### src/rtl/mc_pkg.sv
// Shared definitions for the multicycle controller: state encodings, opcodes,
// datapath select encodings and fault codes.
package mc_pkg;

  typedef enum logic [3:0] {
    S_FETCH  = 4'd0,
    S_DECODE = 4'd1,
    S_MEMADR = 4'd2,
    S_MEMRD  = 4'd3,
    S_MEMWB  = 4'd4,
    S_MEMWR  = 4'd5,
    S_EXEC   = 4'd6,
    S_ALUWB  = 4'd7,
    S_BRANCH = 4'd8,
    S_ADDIEX = 4'd9,
    S_ADDIWB = 4'd10,
    S_JUMP   = 4'd11,
    S_FAULT  = 4'd15
  } state_t;

  localparam logic [5:0] OP_RTYPE = 6'b000000;
  localparam logic [5:0] OP_J     = 6'b000010;
  localparam logic [5:0] OP_BEQ   = 6'b000100;
  localparam logic [5:0] OP_ADDI  = 6'b001000;
  localparam logic [5:0] OP_LW    = 6'b100011;
  localparam logic [5:0] OP_SW    = 6'b101011;

  localparam logic [1:0] ALUOP_ADD   = 2'b00;
  localparam logic [1:0] ALUOP_SUB   = 2'b01;
  localparam logic [1:0] ALUOP_FUNCT = 2'b10;

  localparam logic [1:0] PC_SRC_ALU    = 2'b00;
  localparam logic [1:0] PC_SRC_ALUOUT = 2'b01;
  localparam logic [1:0] PC_SRC_JUMP   = 2'b10;

  localparam logic [1:0] SRCB_REG    = 2'b00;
  localparam logic [1:0] SRCB_FOUR   = 2'b01;
  localparam logic [1:0] SRCB_IMM    = 2'b10;
  localparam logic [1:0] SRCB_IMM_SH = 2'b11;

  localparam logic [1:0] FC_NONE    = 2'b00;
  localparam logic [1:0] FC_TIMEOUT = 2'b01;
  localparam logic [1:0] FC_ILLEGAL = 2'b10;

  // States in which the controller waits on mem_ready
  function automatic logic is_wait_state(input state_t s);
    return (s == S_FETCH) || (s == S_MEMRD) || (s == S_MEMWR);
  endfunction

endpackage

### src/rtl/mc_timeout_counter.sv
// Memory wait counter: counts stalled cycles and flags expiry on the last
// allowed cycle unless memory completes in that same cycle.
module mc_timeout_counter #(
  parameter int unsigned TIMEOUT_CYCLES = 16
) (
  input  logic clk,
  input  logic reset_n,
  input  logic clear,
  input  logic count,
  input  logic mem_ready,
  output logic expired
);

  logic [7:0] r_cnt;

  // Stall counter; clear has priority over counting
  always_ff @(posedge clk or negedge reset_n) begin
    if (!reset_n) begin
      r_cnt <= '0;
    end else if (clear) begin
      r_cnt <= '0;
    end else if (count && !mem_ready) begin
      r_cnt <= r_cnt + 8'd1;
    end
  end

  assign expired = count && !mem_ready && (r_cnt == 8'(TIMEOUT_CYCLES - 1));

endmodule

### src/rtl/multicycle_controller.sv
// Multicycle MIPS-style controller (Moore FSM) with memory-wait timeout and
// illegal-opcode fault. Optional jump support is enabled by defining MC_JUMP_EN.
module multicycle_controller
  import mc_pkg::*;
#(
  parameter int unsigned TIMEOUT_CYCLES = 16
) (
  input  logic       clk,
  input  logic       reset_n,
  input  logic [5:0] opcode,
  input  logic       zero,
  input  logic       mem_ready,
  output logic       mem_read,
  output logic       mem_write,
  output logic       iord,
  output logic       ir_write,
  output logic       reg_dst,
  output logic       mem_to_reg,
  output logic       reg_write,
  output logic       alu_src_a,
  output logic       pc_en,
  output logic [1:0] alu_src_b,
  output logic [1:0] alu_op,
  output logic [1:0] pc_src,
  output logic [3:0] state_dbg,
  output logic       fault,
  output logic [1:0] fault_code
);

  state_t     r_state;
  state_t     w_next;
  logic [1:0] r_fault_code;
  logic [1:0] w_next_code;
  logic       w_expired;
  logic       w_clear;
  logic       w_count;

  // Any state change restarts the counter, so each wait state is entered at 0
  assign w_count = is_wait_state(r_state);
  assign w_clear = (w_next != r_state);

  mc_timeout_counter #(
    .TIMEOUT_CYCLES(TIMEOUT_CYCLES)
  ) u_timeout (
    .clk       (clk),
    .reset_n   (reset_n),
    .clear     (w_clear),
    .count     (w_count),
    .mem_ready (mem_ready),
    .expired   (w_expired)
  );

  // Next-state and fault-code selection
  always_comb begin
    w_next      = r_state;
    w_next_code = r_fault_code;
    case (r_state)
      S_FETCH: begin
        if (mem_ready)      w_next = S_DECODE;
        else if (w_expired) begin
          w_next      = S_FAULT;
          w_next_code = FC_TIMEOUT;
        end
      end
      S_DECODE: begin
        case (opcode)
          OP_LW, OP_SW: w_next = S_MEMADR;
          OP_RTYPE:     w_next = S_EXEC;
          OP_BEQ:       w_next = S_BRANCH;
          OP_ADDI:      w_next = S_ADDIEX;
`ifdef MC_JUMP_EN
          OP_J:         w_next = S_JUMP;
`endif
          default: begin
            w_next      = S_FAULT;
            w_next_code = FC_ILLEGAL;
          end
        endcase
      end
      S_MEMADR: begin
        if (opcode == OP_LW)      w_next = S_MEMRD;
        else if (opcode == OP_SW) w_next = S_MEMWR;
        else begin
          w_next      = S_FAULT;
          w_next_code = FC_ILLEGAL;
        end
      end
      S_MEMRD: begin
        if (mem_ready)      w_next = S_MEMWB;
        else if (w_expired) begin
          w_next      = S_FAULT;
          w_next_code = FC_TIMEOUT;
        end
      end
      S_MEMWR: begin
        if (mem_ready)      w_next = S_FETCH;
        else if (w_expired) begin
          w_next      = S_FAULT;
          w_next_code = FC_TIMEOUT;
        end
      end
      S_MEMWB:  w_next = S_FETCH;
      S_EXEC:   w_next = S_ALUWB;
      S_ALUWB:  w_next = S_FETCH;
      S_BRANCH: w_next = S_FETCH;
      S_ADDIEX: w_next = S_ADDIWB;
      S_ADDIWB: w_next = S_FETCH;
      S_JUMP:   w_next = S_FETCH;
      S_FAULT:  w_next = S_FAULT;
      default:  w_next = S_FETCH;
    endcase
  end

  // State and fault-code registers
  always_ff @(posedge clk or negedge reset_n) begin
    if (!reset_n) begin
      r_state      <= S_FETCH;
      r_fault_code <= FC_NONE;
    end else begin
      r_state      <= w_next;
      r_fault_code <= w_next_code;
    end
  end

  // State-decoded outputs; the whole set is gated low while reset is held
  // because the reset state (FETCH) would otherwise assert mem_read.
  always_comb begin
    mem_read   = 1'b0;
    mem_write  = 1'b0;
    iord       = 1'b0;
    ir_write   = 1'b0;
    reg_dst    = 1'b0;
    mem_to_reg = 1'b0;
    reg_write  = 1'b0;
    alu_src_a  = 1'b0;
    pc_en      = 1'b0;
    alu_src_b  = SRCB_REG;
    alu_op     = ALUOP_ADD;
    pc_src     = PC_SRC_ALU;
    fault      = 1'b0;
    case (r_state)
      S_FETCH: begin
        mem_read  = 1'b1;
        alu_src_b = SRCB_FOUR;
        ir_write  = mem_ready;
        pc_en     = mem_ready;
      end
      S_DECODE: alu_src_b = SRCB_IMM_SH;
      S_MEMADR: begin
        alu_src_a = 1'b1;
        alu_src_b = SRCB_IMM;
      end
      S_MEMRD: begin
        mem_read = 1'b1;
        iord     = 1'b1;
      end
      S_MEMWB: begin
        reg_write  = 1'b1;
        mem_to_reg = 1'b1;
      end
      S_MEMWR: begin
        mem_write = 1'b1;
        iord      = 1'b1;
      end
      S_EXEC: begin
        alu_src_a = 1'b1;
        alu_op    = ALUOP_FUNCT;
      end
      S_ALUWB: begin
        reg_write = 1'b1;
        reg_dst   = 1'b1;
      end
      S_BRANCH: begin
        alu_src_a = 1'b1;
        alu_op    = ALUOP_SUB;
        pc_src    = PC_SRC_ALUOUT;
        pc_en     = zero;
      end
      S_ADDIEX: begin
        alu_src_a = 1'b1;
        alu_src_b = SRCB_IMM;
      end
      S_ADDIWB: reg_write = 1'b1;
`ifdef MC_JUMP_EN
      S_JUMP: begin
        pc_src = PC_SRC_JUMP;
        pc_en  = 1'b1;
      end
`endif
      S_FAULT: fault = 1'b1;
      default: ;
    endcase
    if (!reset_n) begin
      mem_read   = 1'b0;
      mem_write  = 1'b0;
      iord       = 1'b0;
      ir_write   = 1'b0;
      reg_dst    = 1'b0;
      mem_to_reg = 1'b0;
      reg_write  = 1'b0;
      alu_src_a  = 1'b0;
      pc_en      = 1'b0;
      alu_src_b  = '0;
      alu_op     = '0;
      pc_src     = '0;
      fault      = 1'b0;
    end
  end

  assign state_dbg  = reset_n ? r_state : S_FETCH;
  assign fault_code = reset_n ? r_fault_code : FC_NONE;

endmodule

### config.mk
export PLATFORM = sky130hd
export DESIGN_NAME = multicycle_controller
export DESIGN_NICKNAME = d
export VERILOG_FILES = /design/src/rtl/mc_pkg.sv /design/src/rtl/mc_timeout_counter.sv /design/src/rtl/multicycle_controller.sv
export SDC_FILE = /design/constraint.sdc
export NUM_CORES = 1
export LEC_CHECK = 0
export CORE_MARGIN = 2
export CORE_UTILIZATION = 53
export DETAILED_ROUTE_END_ITERATION = 8
export GPL_ROUTABILITY_DRIVEN = 1
export PLACE_DENSITY = 0.87
export SLEW_MARGIN = 30
export SYNTH_ARGS = -nofsm -noshare
export SYNTH_HDL_FRONTEND = slang
export SYNTH_SLANG_ARGS = --single-unit
### constraint.sdc
create_clock -name clk -period 3.1 [get_ports clk]
set_input_delay 0.31 -clock clk [delete_from_list [all_inputs] [get_ports clk]]
set_output_delay 0.31 -clock clk [all_outputs]
set_load 0.005 [all_outputs]
Word-level counts from Yosys, hierarchy flattened --
Index checks and enable logic that the tools add are counted.
Storage, ports and cells: bits in writable memories 0, bits in read-only memories 0, latch bits 0, memories kept 0, input port bits 10, word-level logic and storage cells 88, register bits after elaboration 14
Cells by class: $mul 0, divide/modulo/power cells 0, muxes and demuxes 44, $add $sub $neg 1, reductions and logical operators 18, bitwise logic cells 0, shift operators 0, equal/unequal tests 22, $lt $le $gt $ge 0
Operators with widths (number):
- $pmux 4 s8 | 1
- $mux 4 | 7
- $mux 1 | 20
- $mux 2 | 9
- $eq 4x3->1 const B | 4
- $eq 4x4->1 const B | 4
- $mux 8 | 2
- $pmux 4 s4 | 1
- $eq 6x6->1 const B | 2
- $pmux 2 s3 | 2
- $add 8x1->8 const B | 1
- $eq 4x2->1 const B | 2
- $eq 8x4->1 const B | 1
- $ne 2x2->1 const B | 4
- $reduce_or 2->1 | 4
- $eq 6x3->1 const B | 1
- $eq 6x4->1 const B | 1
- $logic_not 6->1 | 1
- $reduce_and 6->1 | 1
- $reduce_or 3->1 | 2
- $reduce_or 5->1 | 1
- $eq 4x1->1 const B | 1
- $logic_not 4->1 | 1
- $ne 4x4->1 | 1
- other kinds (9) | 11

Logic depth before layout (Yosys ltp) --
Gate-level depths: netlist of the first run.
depth after elaboration 10, mapped depth 7

By module --
A second synthesis of the first run with hierarchy kept.
Second synthesis, totals: cell total of the unflattened synthesis 165, area, all modules 1263.7 sq um
Modules (own cells, without submodules):
- multicycle_controller | instances 1, cells an instance 121, area each 819.5 sq um, sequential area each 150.1 sq um
- mc_timeout_counter | instances 1, cells an instance 44, area each 444.2 sq um, sequential area each 200.2 sq um

Least setup slack after synthesis of the first run --
OpenSTA, ideal clock, no wires.
path type register to register, from reg r_state[3], to reg u_timeout.r_cnt[0], arrival time 1.669 ns, setup slack 1.296 ns, required time 2.965 ns, cell stages (with the launch flop) 7, library setup time 0.135 ns, path through dfrtp_1 -> buf_2 -> or3b_1 -> o2bb2ai_1 -> a32oi_1 -> nand2_1 -> nor3_2
On the way: cells in the longest elaborated chain, start to end 10
RTL lines:
- from (decl) | line multicycle_controller.sv:30 | state_t r_state;
- from (signal assigned) | line multicycle_controller.sv:120 | r_state <= w_next;
- $eq 4x2->1 or $logic_not 4->1 (tied branches) | line mc_pkg.sv:47, multicycle_controller.sv:57
- $logic_or 1x1->1 (2 in a row) | line mc_pkg.sv:47 | return (s == S_FETCH) || (s == S_MEMRD) || (s == S_MEMWR);
- $logic_and 1x1->1 | line mc_timeout_counter.sv:22, mc_timeout_counter.sv:27
- $logic_and 1x1->1 | line mc_timeout_counter.sv:27 | assign expired = count && !mem_ready && (r_cnt == 8'(TIMEOUT_CYCLES - 1));
- $mux 4 | line multicycle_controller.sv:60, multicycle_controller.sv:90, multicycle_controller.sv:97
- $mux 4, on equally long branches | line multicycle_controller.sv:96, multicycle_controller.sv:59, multicycle_controller.sv:89
- $pmux 4 s8 | line multicycle_controller.sv:57 | case (r_state)
- $ne 4x4->1 | line multicycle_controller.sv:40 | assign w_clear = (w_next != r_state);
- $mux 8 or $reduce_bool 2->1 (tied branches)
- to (signal assigned) | line mc_timeout_counter.sv:23 | r_cnt <= r_cnt + 8'd1;
- to (decl) | line mc_timeout_counter.sv:14 | logic [7:0] r_cnt;
Several ways; a longest one is shown, not always the timed one. A chain may end at the register's enable or synchronous reset.

Worst setup path after layout of the first run --
from reg r_state[1], to out alu_src_b[1]
On the way: cells in the longest elaborated chain, start to end 4
RTL lines:
- $eq 4x2->1 or $eq 4x4->1 (tied branches) | line multicycle_controller.sv:141 | case (r_state)
- $reduce_or 2->1 (no source line)
- $pmux 2 s3 (*) | line multicycle_controller.sv:141
- $mux 2 (*) | line multicycle_controller.sv:193 | if (!reset_n) begin
- to (decl) | line multicycle_controller.sv:22 | output logic [1:0] alu_src_b,
Every way passes the cells marked *; elsewhere a longest branch is shown, timed or not.

==> impl_metrics.toml, run 1 <==
[timing]
slew_headroom_pct = 49.6
timing_hold_violations_final = 0
report.final.setup_viol = 0
tightestPinTransition_ns = 0.757
fin_crit_sh_pct = 83.0
fin_crit_ns = 2.57
fin_skew_ns = 0.000678
timing.final.max_slew_violations = 0
setup_total_negative_slack_ns = 0
grt_setup_unrepaired = "no"
timing.fmax_mhz = 389

[yosys]
synth_async_sr_flop_share_pct = 100
synth.cell_area_sq_um = 1300
synth_fp_nets = 172
synth.avg_cell_area_sq_um = 8.09
yosysUniqueCellTypes = 51
yosys_warnings = 0
synth_top_flop_cell = "sky130_fd_sc_hd__dfrtp_1"
synth-edff-count = 0
number_of_synthesized_register_bits = 14
netlist_instances = 161
yosysSeqAreaShare_pct = 26.9

[worst_setup_path]
crit_path_end_kind = "output pin"
r2r_setup_slack_ns = 0.67
critical_path_peak_fanout = 23
critPathKind = "flop to output pin"
worst_r2r_endpoint = "r_state[1]"
worst_ep_arrival_time_ns = 2.26
timing.critical_path.required_ns = 2.79
timing.reg2reg.worst_path_depth = 5
worstSetupStartpointType = "flop"
worstReg2RegStart = "r_state[1]"

[power]
fin_total_pwr_mw = 1.29
irDropWorstVdd_v = 0.000684
leakage_nw = 0.636
pwr_density_cell_nw_per_um2 = 785

[clock_network]
cts-buffers-inserted = 3
clk_path_buf_depth = 2
tritoncts = "yes"
clk_pin_slew_worst_paths_ns = 0.09
cts.sinks = 14
postCtsHoldBufs = 0
worst_skew_pair.late_latency_ns = 0.29
cts_max_level = 1
cts_repair_resize_count = 0
cts.root.buffer_cell = "sky130_fd_sc_hd__clkbuf_4"
cts_setup_buffers = 0

[cells_and_area]
most_common_cell_after_layout_fill_and_taps_aside = "sky130_fd_sc_hd__clkdlybuf4s50_1"
finalInstanceArea_sq_um = 1650
commonest_non_fill_non_tap_cells_in_the_layout = "sky130_fd_sc_hd__clkdlybuf4s50_1 (30), sky130_fd_sc_hd__nor2_1 (19), sky130_fd_sc_hd__nand2_1 (15)"
post_route_cells_drive_above_1_share_pct = 12.3
fillerInstances = 170
syn_to_final_growth_pct = 26.5
antenna_diode_instance_count = 0
fin_nets = 199

[drt]
remaining_drc_errors = 0
drt_iter0_drc = 72
routed_wire_length_per_instance_um = 16.6
ant_nets = 0
routed_wirelength_um = 3580
viasPerCell = 6.35
dr_total_vias = 1366
firstDrtPassIters = 6

[floorplanning]
core_area_sq_um = 2280
top_level_i_o_count = 32
chipHeight_um = 53.6
die_w_um = 53.6
fp.dieArea_sq_um = 2870
core.rowCount = 17
initial_utilization_pct = 57.2

[placed_design]
gp_congestion = 0.874
detailed_place_hpwl_um = 2500
portBuffers = 30
placedInstanceArea_sq_um = 1610

[grt]
first_pass_grt_wire_length_um = 5930
first_global_vias = 1210
maximum_number_of_pins_on_one_net_before_global_route_repair = 24
globalRouteTotalUtil_pct = 28.5
grt_antenna_before_repair = 0
grt_remaining_overflow = 0

[job]
max_cap_violations = 0

[worst_hold_path]
worst_hold_path_type = "input pin to asynchronous set/reset pin"

[run_status]
status = "finished, final reports clean"
==> worst max-delay path: stages (launching register included) <==
cell	delay [ns]
sky130_fd_sc_hd__dfrtp_1	0.84
sky130_fd_sc_hd__nand2b_1	0.26
sky130_fd_sc_hd__nor2_1	0.21
sky130_fd_sc_hd__o211a_1	0.16
sky130_fd_sc_hd__clkdlybuf4s50_1	0.49
==> stage by stage <==
| stage | instances | hold slack (ns) | util [%] | setup slack (ns) |
|---|---|---|---|---|
| floorplan | 161 | 0.0144 | - | 1.30 |
| global placement | 211 | 0.470 | 70.8 | 0.736 |
| detailed placement | 211 | 0.481 | 70.8 | 0.669 |
| CTS | 215 | 0.292 | 72.4 | 0.596 |
| global route | 215 | 0.297 | 72.4 | 0.388 |
| finish | 215 | 0.286 | 72.4 | 0.528 |
==> per-layer routing <==
layer	vias to the layer above	GRT usage, %	share of wire, %	wire, um
li1	634	-	-	-
met1	636	39.1	41	1460
met2	83	45.9	48	1720
met3	13	3.33	9.3	331
met4	0	11.1	2.0	70
met5	-	0	0	0
==> cells by family after synthesis <==
| group | Yosys count | synth area share (%) |
|---|---|---|
| buffers and inverters | 17 | 5.48 |
| other | 1 | 0.288 |
| flip-flops | 14 | 26.9 |
| AO/OA/AOI/OAI | 34 | 21.6 |
| adder cells (fa/ha/maj) | 1 | 0.960 |
| multiplexers | 1 | 0.769 |
| XOR/XNOR | 9 | 6.05 |
| AND/OR/NAND/NOR | 84 | 37.9 |
==> flip-flops by register name (all words and copies together) (netlist names) <==
register,flops
u_timeout.r_cnt,8
r_state,4
r_fault_code,2
==> synth_stat cells, types with 3 or more instances <==
cell type	count	area, sq um
sky130_fd_sc_hd__nor2_1	19	71.3
sky130_fd_sc_hd__dfrtp_1	14	350
sky130_fd_sc_hd__nor4_1	4	25.0
sky130_fd_sc_hd__nor3_1	8	40.0
sky130_fd_sc_hd__and2_1	8	50.1
sky130_fd_sc_hd__nor3_2	8	80.1
sky130_fd_sc_hd__nand3_1	4	20.0
sky130_fd_sc_hd__xnor2_1	8	70.1
sky130_fd_sc_hd__a21oi_1	5	25.0
sky130_fd_sc_hd__nand2_1	15	56.3
sky130_fd_sc_hd__nand2b_1	3	18.8
sky130_fd_sc_hd__clkbuf_1	7	26.3
sky130_fd_sc_hd__o21ai_0	4	20.0
sky130_fd_sc_hd__inv_1	5	18.8
sky130_fd_sc_hd__buf_2	3	15.0
==> worst max path at each step <==
stage / start / end / slack [ns] / cells past startpoint
global route: r_state[1] / alu_src_a / 0.39 / 4
CTS: r_state[1] / alu_src_b[1] / 0.60 / 4
finish: r_state[1] / alu_src_b[1] / 0.53 / 4
floorplan: r_state[3] / u_timeout.r_cnt[0] / 1.30 / 6
detailed placement: mem_ready / u_timeout.r_cnt[7] / 0.67 / 6
global placement: reset_n / pc_en / 0.74 / 5
==> power breakdown <==
group | switching, mW | internal, mW
Combinational | 0.497 | 0.354
Sequential | 0.0923 | 0.211
Clock | 0.0680 | 0.0716
==> layout make-up <==
type | instances | area [sq um] | area share (%)
timing repair buffer | 33 | 323 | 19.6
tap | 28 | 35.0 | 2.13
multi-input combinational | 130 | 881 | 53.5
sequential | 14 | 350 | 21.3
clock buffer | 4 | 36.3 | 2.20
inverter | 6 | 22.5 | 1.37
No activity file was read; power rests on OpenSTA's default activity.
==> inputs of run 2 (changes only) <==
CORE_UTILIZATION = 44   (was 53)
PLACE_DENSITY = 0.77   (was 0.87)
clock period = 2.35 ns   (was 3.1 ns; I/O delays follow)
==> impl_metrics.toml, run 2 (same netlist as run 1, synthesis figures left out) <==
[floorplanning]
core.rowCount = 19
die_w_um = 58.4
chipHeight_um = 58.4
initial_utilization_pct = 46.8
top_level_i_o_count = 32
fp.dieArea_sq_um = 3410
core_area_sq_um = 2780

[clock_network]
tritoncts = "yes"
cts.sinks = 14
cts-buffers-inserted = 3
clk_pin_slew_worst_paths_ns = 0.07
cts_max_level = 1
cts.root.buffer_cell = "sky130_fd_sc_hd__clkbuf_4"
postCtsHoldBufs = 0
worst_skew_pair.late_latency_ns = 0.28
cts_setup_buffers = 0
clk_path_buf_depth = 2

[cells_and_area]
layout.core_utilization_pct = 62.7
largestRegisters = "u_timeout.r_cnt x8, r_state x4, r_fault_code x2"
antenna_diode_instance_count = 0
largest_reg_flops = 8
post_route_cells_drive_above_1_share_pct = 19.7
top_register = "u_timeout.r_cnt"
fin_nets = 211
multi_input_logic_area_sq_um = 893
most_common_cell_after_layout_fill_and_taps_aside = "sky130_fd_sc_hd__clkdlybuf4s50_1"
commonest_non_fill_non_tap_cells_in_the_layout = "sky130_fd_sc_hd__clkdlybuf4s50_1 (30), sky130_fd_sc_hd__nor2_1 (19), sky130_fd_sc_hd__nand2_1 (15), sky130_fd_sc_hd__buf_4 (15), sky130_fd_sc_hd__dfrtp_1 (11)"
fillerInstances = 260
syn_to_final_growth_pct = 33.9
ff_latch_area_sq_um = 354

[power]
seq_power_share_pct = 23.9
switchingPower_uw = 853
internal_portion_of_total_power_uw = 882
proportion_of_power_drawn_by_combinational_gates_pct = 68.6
clockPowerShare_pct = 7.5
switching_share_pct = 49.2
irDropWorstVdd_v = 0.000674
pwr_density_cell_nw_per_um2 = 994
leakage_nw = 0.685

[worst_setup_path]
crit_path_end_kind = "output pin"
critPathKind = "flop to output pin"
worstSetupStartpointType = "flop"
critical_path_peak_fanout = 17
worst_ep_arrival_time_ns = 1.95
timing.critical_path.required_ns = 2.12

[drt]
viasPerCell = 5.88
dr_total_vias = 1346
drt_iter0_drc = 48
remaining_drc_errors = 0
ant_nets = 0
firstDrtPassIters = 4
routed_wire_length_per_instance_um = 14.5
routed_wirelength_um = 3330

[grt]
grt_antenna_before_repair = 0
globalRouteTotalUtil_pct = 21.2
first_global_vias = 1295
grt_remaining_overflow = 0
first_pass_grt_wire_length_um = 5670
maximum_number_of_pins_on_one_net_before_global_route_repair = 19

[timing]
report.final.setup_viol = 0
timing.fmax_mhz = 458
fin_crit_sh_pct = 92.9
timing_hold_violations_final = 0
grt_setup_unrepaired = "no"
fin_crit_ns = 2.18
fin_skew_ns = 0.00180
setup_total_negative_slack_ns = 0
timing.final.max_slew_violations = 0

[placed_design]
detailed_place_hpwl_um = 2620
gp_congestion = 0.956
portBuffers = 30

[run_status]
status = "finished, final reports clean"

[worst_hold_path]
worst_hold_path_type = "input pin to asynchronous set/reset pin"

[job]
max_cap_violations = 0
==> run 2: cell count changes in the layout (fill, tap and decap cells not counted), sizes merged <==
| cell | before | now |
|---|---|---|
| buf | 3 | 15 |
| clkbuf | 4 | 3 |
==> run 2: layout make-up <==
| type | instances | area share, % |
|---|---|---|
| inverter | 6 | 1.29 |
| tap | 31 | 2.22 |
| multi-input combinational | 130 | 51.2 |
| sequential | 14 | 20.3 |
| clock buffer | 3 | 1.29 |
| timing repair buffer | 45 | 23.7 |
==> run 2: critical path: stages, from the launching register on <==
cell                              delay, ns
sky130_fd_sc_hd__dfrtp_2               0.47
sky130_fd_sc_hd__buf_4                 0.25
sky130_fd_sc_hd__nand2b_1              0.15
sky130_fd_sc_hd__nor2_1                0.15
sky130_fd_sc_hd__o211a_1               0.15
sky130_fd_sc_hd__clkdlybuf4s50_1       0.50
==> run 2: path summary, 6_finish.rpt <==
kind	startpoint	end	slack [ns]	cells after the start
worst max-delay path	r_state[1]	alu_src_b[1]	0.17	5
worst min-delay path	reset_n	u_timeout.r_cnt[2]	0.36	2
worst max register to register	r_state[2]	u_timeout.r_cnt[0]	0.29	5
worst min register to register	r_fault_code[0]	r_fault_code[0]	0.49	1
max in group asynchronous	reset_n	r_state[2]	1.81	2
min in group clk	r_fault_code[0]	r_fault_code[0]	0.49	1
==> run 2: routing by layer <==
metal	up-vias	global-route usage, %	routed length [um]
met2	51	37.4	1660
met5	-	0	0
met3	7	1.76	181
met1	635	26.1	1440
li1	653	-	-
met4	0	9.30	51
==> run 2: power groups by stage <==
stage / sequential (mW) / clock (mW) / combinational (mW)
after detailed placement: 0.405 / 0 / 1.18
after global placement: 0.404 / 0 / 1.15
final: 0.415 / 0.131 / 1.19
after global routing: 0.426 / 0.146 / 1.31
after floorplan: 0.306 / 0 / 0.858
after CTS: 0.401 / 0.134 / 1.19
==> run 2: through the flow <==
step	power, mW	cell area [sq um]	std cells	hold slack [ns]	worst slack, ns
after floorplan	1.16	1300	161	-0.0606	0.546
after global placement	1.56	1710	226	0.467	0.159
after detailed placement	1.59	1710	226	0.481	0.116
after CTS	1.72	1730	229	0.360	0.0236
after global routing	1.88	1740	229	0.390	0.0436
final	1.73	1740	229	0.359	0.167
==> run 2: repair_timing <==
action | 4_1_cts | 5_1_grt
hold endpoints to repair | 0 | 0
endpoints found under the setup margin | 1 | 13
gates resized for setup | 1 | 4
==> variant 1 (settings of run 2) <==
Reset style: synchronous (`reset_n`), changed in 2 clocked blocks.
--- a/src/rtl/mc_timeout_counter.sv
+++ b/src/rtl/mc_timeout_counter.sv
@@ -15,5 +15,5 @@
 
   // Stall counter; clear has priority over counting
-  always_ff @(posedge clk or negedge reset_n) begin
+  always_ff @(posedge clk) begin
     if (!reset_n) begin
       r_cnt <= '0;
--- a/src/rtl/multicycle_controller.sv
+++ b/src/rtl/multicycle_controller.sv
@@ -113,5 +113,5 @@
 
   // State and fault-code registers
-  always_ff @(posedge clk or negedge reset_n) begin
+  always_ff @(posedge clk) begin
     if (!reset_n) begin
       r_state      <= S_FETCH;
Check against the original RTL: same outputs for any inputs over 10 cycles, from zero or initial values and one cycle with reset_n low; that may be too few to reach the edited logic, so the function may still have changed.
==> variant 1 against run 2 <==
  * Critical path depth grew 1
  * Final area shrank 8.6%
  * Worst hold slack gained 0.11 ns
  * Global-route usage shrank 1.3 points
  * Routed wire length shrank 5.7%
  * Worst setup slack lost 0.0035 ns
  * Die area shrank 5.6%
  * Sequential power shrank 14%
  * Sequential cell count is the same
  * Combinational power grew 3%
  * Power shrank 0.82%
  * Synthesized area shrank 6.1%
==> variant 1: results (changes against run 2) <==
Synth
  • Largest cells by area after synthesis: dfxtp_1, nor3_1, nand2_1 (was dfrtp_1, nor3_2, nor2_1)
  • Library cells used by synthesis: 54 (was 51)
  • Post-synthesis sequential area ratio: 0.2290 (was 0.2690)
  • Top FF cell, synth: dfxtp_1 (was dfrtp_1)
  • Mapped Cells: 156 (was 161)
  • Asr flop ratio synth: 0 (was 1.000)

Pwr
  • Leakage: 0.5754 nW (was 0.6848 nW)
  • VDD IR max: 0.7309 mV (was 0.6740 mV)

STA
  • Worst clock skew: 0.003304 ns (was 0.001801 ns)

Drt
  • Vias: 1275 (was 1346)
  • Initial DRC count: 46 (was 48)
  • Wire per inst: 14.41 µm (was 14.55 µm)
  • Vias per Instance: 5.849 (was 5.878)

GRT
  • First-pass GRT wire length: 5.154 mm (was 5.671 mm)
  • GRT Util Overall: 0.1987 (was 0.2115)
  • Number of global-route vias before repair: 1192 (was 1295)
  • Largest net degree at the start of global routing: 17 (was 19)

Status
  • Status: complete, no violations (unchanged)

Place
  • DP HPWL: 2.516 mm (was 2.624 mm)
  • Placed Cells: 215 (was 226)
  • Final Wtd Congestion: 0.8853 (was 0.9558)

Finish
  • Regs by FF count: u_timeout.r_cnt (8), r_state (4), r_fault_code (2) (unchanged)
  • Share of post-route cells with drive strength above 1: 0.1444 (was 0.1970)

Min path
  • HP Class: reg2reg (was in2async)

Setup path
  • R2R Setup Slk: 0.36 ns (was 0.29 ns)
## variant 1: cell types whose count changed after synthesis, moves of 3 or more
cell and change:
nand2b_1 +3, nor4b_1 +3, nor2_1 -4, nor3_1 +6, clkbuf_1 -3, dfrtp_1 -14, nor3_2 -5, and2_1 -5
xnor2_1 -3, dfxtp_1 +14, nor4_1 -3
## variant 1: cell type report
type | count | area (µm²)
tap | 31 | 38.79
clock buffer | 3 | 22.52
sequential | 14 | 281.5
timing repair buffer | 38 | 360.3
inverter | 5 | 18.77
fill | 274 | 1092
multi-input combinational | 127 | 872.1
## variant 1: what timing repair did
action	CTS	global route
setup endpoints to repair	0	4
resized for setup	0	3
hold buffers	0	0
## variant 1: critical path, delay by kind of cell (launching register included)
| kind | cells | cell delay (ns) |
|---|---|---|
| AND/OR/NAND/NOR | 5 | 0.71 |
| flip-flops | 1 | 0.46 |
| buffers and inverters | 1 | 0.51 |
## variant 1: metrics by stage
stage	util	hold slack (ns)	total power [W]	setup slack (ns)	instance area, µm²
after floorplan	-	0.3525	0.001200	0.7034	1224
after global placement	0.5799	0.4445	0.001551	0.1549	1558
after detailed placement	0.5799	0.4525	0.001578	0.06751	1558
after CTS	0.5883	0.4714	0.001711	0.06159	1580
after global routing	0.5934	0.5053	0.001850	0.008912	1594
final	0.5934	0.4654	0.001720	0.1639	1594
## variant 1: worst paths after layout
kind         cells past startpoint                 end             from
max                              6           reg_write       r_state[0]
min                              1     r_fault_code[1]  r_fault_code[1]
max reg2reg                      6  u_timeout.r_cnt[3]       r_state[2]
min reg2reg                      1     r_fault_code[1]  r_fault_code[1]
## variant 1: report_power, final
group	leakage, nW	internal (W)	total [W]	switching, W
combinational	0.447	0.000553	0.00123	0.000677
sequential	0.114	0.000286	0.000357	0.0000707
clock	0.0138	0.0000594	0.000133	0.0000739
total	0.575	0.000899	0.00172	0.000821
## variant 1: per-layer routing
layer	vias up	track usage	routed length, µm
met5	-	0	0
met4	0	0.09967	76
met3	9	0.02535	171
met2	44	0.3522	1567
met1	596	0.2321	1326
li1	626	-	-
## variant 1: cells by family after synthesis
| group | Yosys count | share of synthesized area |
|---|---|---|
| fa+ha+maj | 1 | 0.01022 |
| xor+xnor | 9 | 0.07056 |
| compound gates | 35 | 0.2423 |
| flops | 14 | 0.2290 |
| simple gates | 79 | 0.3589 |
| buf+inv | 15 | 0.06849 |
| other cells | 1 | 0.003065 |
| mux | 2 | 0.01738 |
==> variant 2 (settings of run 2) <==
Without the edit above. Build with the macro `MC_JUMP_EN` defined.
--- a/src/rtl/multicycle_controller.sv
+++ b/src/rtl/multicycle_controller.sv
@@ -1,4 +1,6 @@
 // Multicycle MIPS-style controller (Moore FSM) with memory-wait timeout and
 // illegal-opcode fault. Optional jump support is enabled by defining MC_JUMP_EN.
+`define MC_JUMP_EN
+
 module multicycle_controller
   import mc_pkg::*;
Function: changed (a bounded check fails within 4 cycles, from zero or initial values and one cycle with reset_n low).
==> variant 2 against run 2 <==
  * Global-route usage grew 2.8 points
  * Synthesized area grew 7.5%
  * Clock power rose by 6%
  * Sequential cell count stayed put
  * Routed wire length grew 28%
  * Non-clock buffer count is 14 higher
  * Worst setup slack lost 0.085 ns
  * Combinational power is 18% higher
  * Maximum frequency is 3.8% lower
  * Power up 11%
  * Final area increased by 12%
  * Count of clock-buffer cells in the layout unchanged
  * Sequential power fell by 10%
  * Critical endpoint is now pc_en
  * Largest power group unchanged
==> variant 2: results (changes against run 2) <==
Setup path
  • Reg2Reg Depth: 6 (was 5)
  • Worst flop-to-flop path endpoint: u_timeout.r_cnt[5] (was u_timeout.r_cnt[0])
  • Slowest cell on crit path: or3b_2 (was clkdlybuf4s50_1)
  • R2R Setup Slk: 0.10 ns (was 0.29 ns)
  • WP data arrival: 2.03 ns (was 1.95 ns)
  • CP top delay family: simple AND/OR/NAND/NOR gates (was buffers and inverters)
  • Crit path max fanout: 11 (was 17)
  • RR Startpoint: r_state[2] (unchanged)
  • Largest stage delay on the critical path: 0.53 ns (was 0.50 ns)

Place
  • DP HPWL: 3.234 mm (was 2.624 mm)
  • Placed Cells: 255 (was 226)
  • Final Wtd Congestion: 0.8494 (was 0.9558)
  • Pre-CTS setup slack: -0.1363 ns (was 0.1156 ns)
  • Buffers on Ports: 31 (was 30)
  • Placed cell areas: 1849 µm² (was 1705 µm²)

GRT
  • First-pass GRT wire length: 6.603 mm (was 5.671 mm)
  • Largest net degree at the start of global routing: 20 (was 19)
  • GRT Util Overall: 0.2395 (was 0.2115)
  • Number of global-route vias before repair: 1400 (was 1295)

Synth
  • Synth cell count leaders: nand2_1, nor2_1, dfrtp_1 (was nor2_1, nand2_1, dfrtp_1)
  • Avg Inst Size Synth: 8.236 µm² (was 8.090 µm²)
  • Largest cells by area after synthesis: dfrtp_1, nand2_1, nor2_1 (was dfrtp_1, nor3_2, nor2_1)
  • Syn. warnings: 0 (unchanged)
  • Asr flop ratio synth: 1.000 (unchanged)
  • Post-Syn Nets: 181 (was 172)
  • Post-synthesis sequential area ratio: 0.2502 (was 0.2690)
  • Library cells used by synthesis: 54 (was 51)
  • EDFF count, synth: 0 (unchanged)

Finish
  • Regs by FF count: u_timeout.r_cnt (8), r_state (4), r_fault_code (2) (unchanged)
  • Share of post-route cells with drive strength above 1: 0.2432 (was 0.1970)
  • Nets: 235 (was 211)
  • N_diodes: 0 (unchanged)
  • Finished Layout Cells: 266 (was 229)

Drt
  • Final WL: 4.251 mm (was 3.331 mm)
  • Initial DRC count: 96 (was 48)
  • Vias: 1574 (was 1346)

CTS
  • Clock Latency Late Sink: 0.28 ns (about the same)
  • Worst-path clk slew: 0.09 ns (was 0.07 ns)
  • CTS Buffer Depth: 2 (unchanged)
  • CTS Root Cell: clkbuf_4 (unchanged)

Pwr
  • Leakage: 0.8243 nW (was 0.6848 nW)
  • Sw Share: 0.4657 (was 0.4916)
  • VDD IR max: 0.6658 mV (was 0.6740 mV)

Min path
  • HP Class: in2async (unchanged)

STA
  • Worst clock skew: 0.007707 ns (was 0.001801 ns)

Status
  • Status: complete, no violations (unchanged)
==> variant 2: kinds of logic after synthesis <==
family	synth area share
adder cells (fa/ha/maj)	0.01608
AND/OR/NAND/NOR	0.3619
XOR/XNOR	0.06881
multiplexers	0.007150
AO/OA/AOI/OAI	0.2350
buffers and inverters	0.06077
flip-flops	0.2502
==> variant 2: per-layer routing <==
metal	track usage	routed length (µm)
met1	0.3435	1853
met2	0.3773	2121
met3	0.04051	236
met4	0.06211	40
met5	0	0
==> variant 2: layout make-up <==
cell class | instances | area (µm²)
inverter | 5 | 18.77
sequential | 14 | 355.3
multi-input combinational | 141 | 982.2
fill | 259 | 1071
clock buffer | 3 | 22.52
tap | 44 | 55.05
timing repair buffer | 59 | 523.0
==> variant 2: worst max path at each step <==
stage / from / endpoint / slack [ns] / depth (start not counted)
finish: r_state[3] / pc_en / 0.08 / 4
global route: r_state[3] / pc_en / 0.009 / 4
CTS: r_state[0] / mem_write / 0.02 / 4
detailed placement: opcode[1] / u_timeout.r_cnt[5] / -0.14 / 6
global placement: opcode[1] / u_timeout.r_cnt[4] / -0.05 / 6
floorplan: r_state[1] / u_timeout.r_cnt[4] / 0.42 / 6
==> variant 2: power groups by stage <==
stage	Sequential (W)	Clock (W)	Combinational, W
finish	0.000373	0.000139	0.00141
global route	0.000379	0.000147	0.00152
CTS	0.000378	0.000139	0.00127
detailed placement	0.000378	0	0.00127
global placement	0.000375	0	0.00122
floorplan	0.000302	0	0.000912
==> variant 2: timing repair <==
action / 4_1_cts / 5_1_grt
setup buffers: 0 / 8
endpoints found under the hold margin: 0 / 0
setup endpoints to repair: 4 / 5
gates resized for setup: 3 / 7
==> variant 2: stage by stage <==
| stage | total power [W] | utilization | hold slack, ns | setup TNS [ns] |
|---|---|---|---|---|
| after floorplan | 0.001214 | - | -0.06059 | 0 |
| after global placement | 0.001600 | 0.6107 | 0.4686 | -0.3781 |
| after detailed placement | 0.001644 | 0.6107 | 0.4928 | -0.9793 |
| after CTS | 0.001790 | 0.6207 | 0.2451 | 0 |
| after global routing | 0.002051 | 0.6463 | 0.2567 | 0 |
| final | 0.001924 | 0.6463 | 0.2408 | 0 |
